===== config.mk =====
export PLATFORM = sky130hd
export DESIGN_NAME = jstk_spi_responder
export DESIGN_NICKNAME = d
export VERILOG_FILES = /design/src/rtl/jstk_spi_responder.sv
export SDC_FILE = /design/constraint.sdc
export NUM_CORES = 1
export LEC_CHECK = 0
export CAP_MARGIN = 20
export CORE_MARGIN = 8
export CORE_UTILIZATION = 50
export DETAILED_ROUTE_END_ITERATION = 10
export GPL_ROUTABILITY_DRIVEN = 0
export GPL_TIMING_DRIVEN = 0
export MAX_ROUTING_LAYER = met4
export PLACE_DENSITY_LB_ADDON = 0.2
export SLEW_MARGIN = 10
export SYNTH_ARGS = -nofsm -noshare
export SYNTH_HDL_FRONTEND = slang
export SYNTH_SLANG_ARGS = --single-unit

===== constraint.sdc =====
create_clock -name clk -period 1.75 [get_ports clk]
set_clock_uncertainty 0.15 [all_clocks]
set_input_delay 0.2625 -clock clk [delete_from_list [all_inputs] [get_ports clk]]
set_output_delay 0.2625 -clock clk [all_outputs]
set_load 0.02 [all_outputs]

===== src/rtl/jstk_spi_responder.sv =====
// PmodJSTK-compatible SPI responder: synchronizes SCLK/CS/MOSI into clk, shifts out a
// 5-byte X/Y/button report and captures the master's LED command byte.
module jstk_spi_responder #(
  parameter int unsigned SYNC_STAGES = 2
) (
  input  logic       clk,
  input  logic       rstn,
  input  logic       i_sclk,
  input  logic       i_cs_n,
  input  logic       i_mosi,
  output logic       o_miso,
  output logic       o_miso_oe,
  input  logic [9:0] i_x,
  input  logic [9:0] i_y,
  input  logic [2:0] i_btn,
  output logic [1:0] o_led,
  output logic       o_frame_done,
  output logic       o_frame_err
);

  typedef enum logic {IDLE, SHIFT} state_t;

  localparam logic [5:0] FRAME_BITS = 6'd40;

  logic [SYNC_STAGES-1:0] sclk_sync, cs_sync, mosi_sync;
  logic                   sclk_d, cs_d;
  logic                   sclk_s, cs_s, mosi_s;
  logic                   sclk_rise, sclk_fall, cs_rise, cs_fall;

  state_t      state;
  logic [39:0] tx_sr;
  logic [7:0]  rx_sr;
  logic [7:0]  cmd;
  logic [5:0]  bit_cnt;
  logic [7:0]  rx_next;

  // CS chain resets to 1 so release of reset with CS idle never looks like a falling edge.
  always_ff @(posedge clk or negedge rstn) begin
    if (!rstn) begin
      sclk_sync <= '0;
      cs_sync   <= '1;
      mosi_sync <= '0;
      sclk_d    <= 1'b0;
      cs_d      <= 1'b1;
    end else begin
      sclk_sync <= {sclk_sync[SYNC_STAGES-2:0], i_sclk};
      cs_sync   <= {cs_sync[SYNC_STAGES-2:0], i_cs_n};
      mosi_sync <= {mosi_sync[SYNC_STAGES-2:0], i_mosi};
      sclk_d    <= sclk_sync[SYNC_STAGES-1];
      cs_d      <= cs_sync[SYNC_STAGES-1];
    end
  end

  always_comb begin
    sclk_s    = sclk_sync[SYNC_STAGES-1];
    cs_s      = cs_sync[SYNC_STAGES-1];
    mosi_s    = mosi_sync[SYNC_STAGES-1];
    sclk_rise = sclk_s & ~sclk_d;
    sclk_fall = ~sclk_s & sclk_d;
    cs_rise   = cs_s & ~cs_d;
    cs_fall   = ~cs_s & cs_d;
    rx_next   = {rx_sr[6:0], mosi_s};
  end

  always_ff @(posedge clk or negedge rstn) begin
    if (!rstn) begin
      state        <= IDLE;
      tx_sr        <= '0;
      rx_sr        <= '0;
      cmd          <= '0;
      bit_cnt      <= '0;
      o_miso       <= 1'b0;
      o_miso_oe    <= 1'b0;
      o_led        <= 2'b00;
      o_frame_done <= 1'b0;
      o_frame_err  <= 1'b0;
    end else begin
      o_frame_done <= 1'b0;
      o_frame_err  <= 1'b0;
      case (state)
        IDLE: begin
          if (cs_fall) begin
            state     <= SHIFT;
            tx_sr     <= {i_x[7:0], 6'b0, i_x[9:8], i_y[7:0], 6'b0, i_y[9:8], 5'b0, i_btn};
            bit_cnt   <= '0;
            cmd       <= '0;
            o_miso_oe <= 1'b1;
            o_miso    <= i_x[7];
          end
        end
        SHIFT: begin
          // A CS rise takes priority; any SCLK edge in the same cycle is dropped.
          if (cs_rise) begin
            state     <= IDLE;
            o_miso_oe <= 1'b0;
            o_miso    <= 1'b0;
            if (bit_cnt >= FRAME_BITS) begin
              o_frame_done <= 1'b1;
              if (cmd[7]) o_led <= cmd[1:0];
            end else begin
              o_frame_err <= 1'b1;
            end
          end else begin
            if (sclk_rise) begin
              rx_sr <= rx_next;
              if (bit_cnt != FRAME_BITS) bit_cnt <= bit_cnt + 6'd1;
              if (bit_cnt == 6'd7) cmd <= rx_next;
            end
            if (sclk_fall) begin
              tx_sr  <= {tx_sr[38:0], 1'b0};
              o_miso <= tx_sr[38];
            end
          end
        end
        default: state <= IDLE;
      endcase
    end
  end

endmodule


==> Word level (Yosys, flattened, before mapping) <==
Cells that the tools add are included.
{ "totals": {"register_bits": 75, "inputBits": 28} }
{ "classes": {"add_sub_neg": 1, "n_lt_le_gt_ge": 1, "n_eq_ne": 10, "mux": 30, "bitwise": 10, "n_reduce_logical": 7} }
{ "op_table": {"columns": ["operator", "count"], "rows": [
  ["39-bit two-way mux", 3],
  ["39-bit one-hot mux with 2 select lines", 1],
  ["8-bit two-way mux", 4],
  ["6-bit two-way mux", 4],
  ["8-bit one-hot mux with 2 select lines", 1],
  ["1-bit two-way mux", 13],
  ["6-bit one-hot mux with 2 select lines", 1],
  ["4-bit AND reduction", 3],
  ["2-bit != test (second input constant)", 5],
  ["6-bit by 1-bit adder with 6-bit output (second input constant)", 1],
  ["6-bit by 3-bit equality test with 1-bit output (second input constant)", 1],
  ["6-bit greater-or-equal comparator (second input constant)", 1],
  ["6-bit != test (second input constant)", 1],
  ["1-bit inverter", 6],
  ["1-bit one-hot mux with 2 select lines", 3],
  ["3-bit AND reduction", 2],
  ["1-bit AND", 4],
  ["2-bit by 1-bit != test with 1-bit output (second input constant)", 2],
  ["2-bit AND reduction", 2],
  ["3-bit != test (second input constant)", 1]
]} }

==> Longest topological paths before layout <==
Gate-level depths: netlist of the first run.
{ "logic_depth": {"depth_word": 5, "mapped_depth": 6, "ltp_nobuf": 5} }

==> Least setup slack after synthesis of the first run <==
OpenSTA, ideal clock, no wires.
{ "synth_path": {"kind": "register to register", "startpoint": "register cs_d", "endpoint": "register tx_sr[0]", "setup_time_ps": 134, "arrival_time_ps": 1336, "required_ps": 1466, "setup_slack_ps": 130, "path_stages_with_launch": 7, "n_path_buf": 2, "period_less_slack_ps": 1620, "cell_sequence": "dfstp_2 -> nor3b_2 -> a31oi_4 -> buf_4 -> buf_6 -> nand2_1 -> o21ai_0"} }
{ "synth_between": {"elab_chain_cells": 4, "elab_cells_between_ends": 6, "cone_classes": "eq/ne: 2; bitwise: 3; reduce/logical: 1"} }
{ "synth_rtl": {"columns": ["item", "line", "source"], "rows": [
  ["start: declaration", "26", "logic sclk_d, cs_d;"],
  ["start signal: assignment", "50", "cs_d <= cs_sync[SYNC_STAGES-1];"],
  ["1-bit inverter", "60", "cs_rise = cs_s & ~cs_d;"],
  ["1-bit AND", "60", null],
  ["2-bit != test (no line)", null, null],
  ["3-bit AND reduction (no line) (*)", null, null],
  ["end signal: assignment", "84", "tx_sr <= {i_x[7:0], 6'b0, i_x[9:8], i_y[7:0], 6'b0, i_y[9:8], 5'b0, i_btn};"],
  ["end signal: assignment", "110", "tx_sr <= {tx_sr[38:0], 1'b0};"],
  ["end: declaration", "31", "logic [39:0] tx_sr;"]
]} }
Mark *: on every way between the ends. The rest lies on a longest branch, timed or not.
A chain may end at the register's enable or synchronous reset.

==> Worst setup path after layout of the first run <==
{ "layout_path": {"startpoint": "register o_miso", "endpoint": "output port o_miso"} }
{ "layout_lines": {"columns": ["item", "line", "source"], "rows": [
  ["start: declaration", "11", "output logic o_miso,"],
  ["start signal: assignment", "88", "o_miso <= i_x[7];"],
  ["start signal: assignment", "111", "o_miso <= tx_sr[38];"]
]} }
No word-level cell between the ends.

==> results of run 1 <==
-- per-stage QoR --
stage / setup TNS [ns] / hold slack, ns
2_1_floorplan: 0 / -0.1831
3_3_place_gp: -144.63 / 0.1814
3_5_place_dp: -0.6113 / 0.08039
4_1_cts: -0.2792 / 0.1644
5_1_grt: -0.02412 / 0.1783
6_report: 0 / 0.1794
-- what timing repair did --
action,CTS,global route
gates cloned,0,1
pin swaps,0,1
setup endpoints to repair,30,41
hold buffers,1,0
endpoints found under the hold margin,31,0
resized for setup,3,10
setup buffers,0,3
-- final cells by class --
type | count | area (µm²)
plain buffers | 16 | 107.6
clock buffers | 11 | 151.4
multi-input cells | 205 | 1162
repair buffers | 39 | 389.1
clock inverters | 5 | 105.1
inverters | 4 | 15.01
well taps | 75 | 93.84
fillers | 496 | 2106
flip-flops and latches | 70 | 1755
-- cell usage after synthesis, drive strengths merged (2+ instances only) --
cell type / number / area (µm²)
a21oi: 4 / 20.02
a22o: 2 / 17.52
o21ai: 46 / 234.0
nand4: 2 / 12.51
nand2: 88 / 330.3
ha: 2 / 25.02
mux2: 3 / 33.78
and3: 2 / 12.51
nor2: 4 / 15.01
dfstp: 3 / 78.83
buf: 13 / 82.57
nand3: 10 / 55.05
a31oi: 3 / 33.78
inv: 4 / 15.01
clkbuf: 3 / 12.51
mux2i: 21 / 210.2
dfrtp: 67 / 1677
nor2b: 5 / 31.28
-- layer usage --
| layer | global-route usage | up-vias | share of wire |
|---|---|---|---|
| li1 | - | 1096 | - |
| met1 | 0.1870 | 1075 | 0.47 |
| met2 | 0.2380 | 53 | 0.48 |
| met3 | 0.02885 | 10 | 0.038 |
| met4 | 0.08719 | 0 | 0.019 |
| met5 | - | - | 0 |
-- worst max-delay path by stage --
stage / end
global route: tx_sr[37]
global placement: tx_sr[9]
detailed placement: tx_sr[22]
CTS: tx_sr[34]
finish: o_miso
floorplan: tx_sr[0]
-- report_power, final --
group,switching [mW],internal [mW],leakage (nW),total [mW]
Combinational,0.380,0.329,0.733,0.708
Clock,0.608,1.02,0.122,1.63
Sequential,0.159,1.90,0.910,2.05
-- logic make-up after synthesis --
logic type               Yosys count  share of synthesized area
AND/OR/NAND/NOR                  118                     0.1714
flip-flops                        70                     0.5836
AO/OA/AOI/OAI                     61                     0.1190
multiplexers                      24                    0.08111
buffers and inverters             20                    0.03660
adder cells (fa/ha/maj)            2                   0.008318
-- worst register-to-register path: stages, from the launching register on --
cell and delay, ns:
dfstp_2 0.61, nand2b_4 0.11, and3_1 0.23, buf_2 0.20, a32oi_1 0.20, nand2_1 0.07
-- sequential cells by signal (all words and copies together) (netlist names) --
signal        cells
bit_cnt           6
cmd               3
cs_d              1
cs_sync           2
mosi_sync         2
o_frame_done      1
o_frame_err       1
o_led             2
o_miso            1
o_miso_oe         1
rx_sr             7
sclk_d            1
sclk_sync         2
state             1
tx_sr            39
==> impl_metrics.yaml, run 1 <==
outcome:
  status: "finished, final reports clean"
final_layout:
  insertedDiodeCount: 0
  stdcell_area_um2: 3780
  layout.cells.non_filler: 425
  num-nets-final: 375
  syn_to_final_growth_pct: 25.67
  final_cell_mix: "88 x nand2_1, 67 x dfrtp_1, 38 x o21ai_0, 29 x clkdlybuf4s50_1, 21 x mux2i_1"
  fin_util: 0.6422
  drive_gt1_frac: 0.1514
  final_common_cell: "nand2_1"
clocking:
  clk_path_buf_depth: 2
  root_buffer: "clkbuf_8"
  cts_inserted_buffers: 9
  tritoncts: "done"
  clock_sinks: 70
  clkLatencyLatePin_ns: 0.34
  htree_levels: 3
  clk_pin_slew_ns: 0.07
synthesis:
  synth_edf_count: 0
  syn-num-nets: 325
  avgSynthCellArea_um2: 10.20
  ys_seq_elements: 70
  synthFlopType: "dfrtp_1"
  synth-seq-area-share: 0.5836
  yosys_warnings: 0
  syn-instance-count: 295
  synth_area_um2: 3008
  synth.distinct_cells: 40
  async_flop_share: 1.000
drt:
  first_iter_violations: 128
  final_antenna_net_count: 0
  viasPerCell: 5.256
  drcViolationCount: 0
  vias: 2234
  wire_per_inst_um: 14.12
  finalWirelength_mm: 6.001
  firstDrtPassIters: 4
pwr:
  power_density_nw_per_um2: 1163
  p_leak_nw: 1.765
  total_power_mw: 4.395
  ir_worst_vdd_mv: 0.5882
timing:
  setup_viol: 0
  clock.fmax_mhz: 592.3
  slew_headroom: 0.7013
  period_needed_ns: 1.688
  timing.final.ws_setup_ns: 0.06166
  slew_viol_final: 0
  worst_slew_pin_slew_ns: 0.4440
  finalCritPeriodShare: 0.9648
  hold_viol: 0
floorplan:
  core-area_um2: 5886
  rows: 28
  die_w_um: 93.56
  die_area_um2: 8753
  start_util: 0.5111
  ios: 34
  fp.dieH_um: 93.56
worst_setup_path:
  critPathTopFamily: "buffers and inverters"
  worstPathArrival_ns: 1.28
  crit_buf_inv: 1
  worstPathCellList: "clkdlybuf4s50_1"
  worstPathRequired_ns: 1.34
  end_kind: "primary output"
  timing.rr.start: "cs_sync[1]"
  critical_path_class: "flop to primary output"
  setup.worst_path.start_class: "flop"
  rrSetupSlack_ns: 0.07
  rr_endpoint: "cmd[7]"
  r2r_cells: 5
  cpPeakStageDelay_ns: 0.60
  cp.depth: 1
  cp_slowest_cell: "clkdlybuf4s50_1"
  crit_fanout: 2
  crit_path_start: "o_miso"
worst_hold_path:
  hold_end: "cs_sync[0]"
  hold_depth: 1
  hp-start: "i_cs_n"
  hold_path_class: "input pin to flop"
placement:
  placed_area_um2: 3450
  io_buffers: 33
  dp.cells: 404
  post-dp-hpwl_mm: 4.087
  dpl_worst_slack_ns: -0.05004
global_routing:
  grt_pass1_wl_mm: 10.41
  overflow: 0
  grt_pass1_vias: 2289
  grt_usage: 0.1544
  grt_max_degree: 40
  antenna_found_initial: 0
job:
  maxCapViolations: 0
Note: power is estimated with default switching activity, not from simulation.
==> inputs of run 2 (changes only) <==
- TNS_END_PERCENT: default -> 100
==> results of run 2 <==
No change in the layout: final DEF, timing and power equal those of run 1.
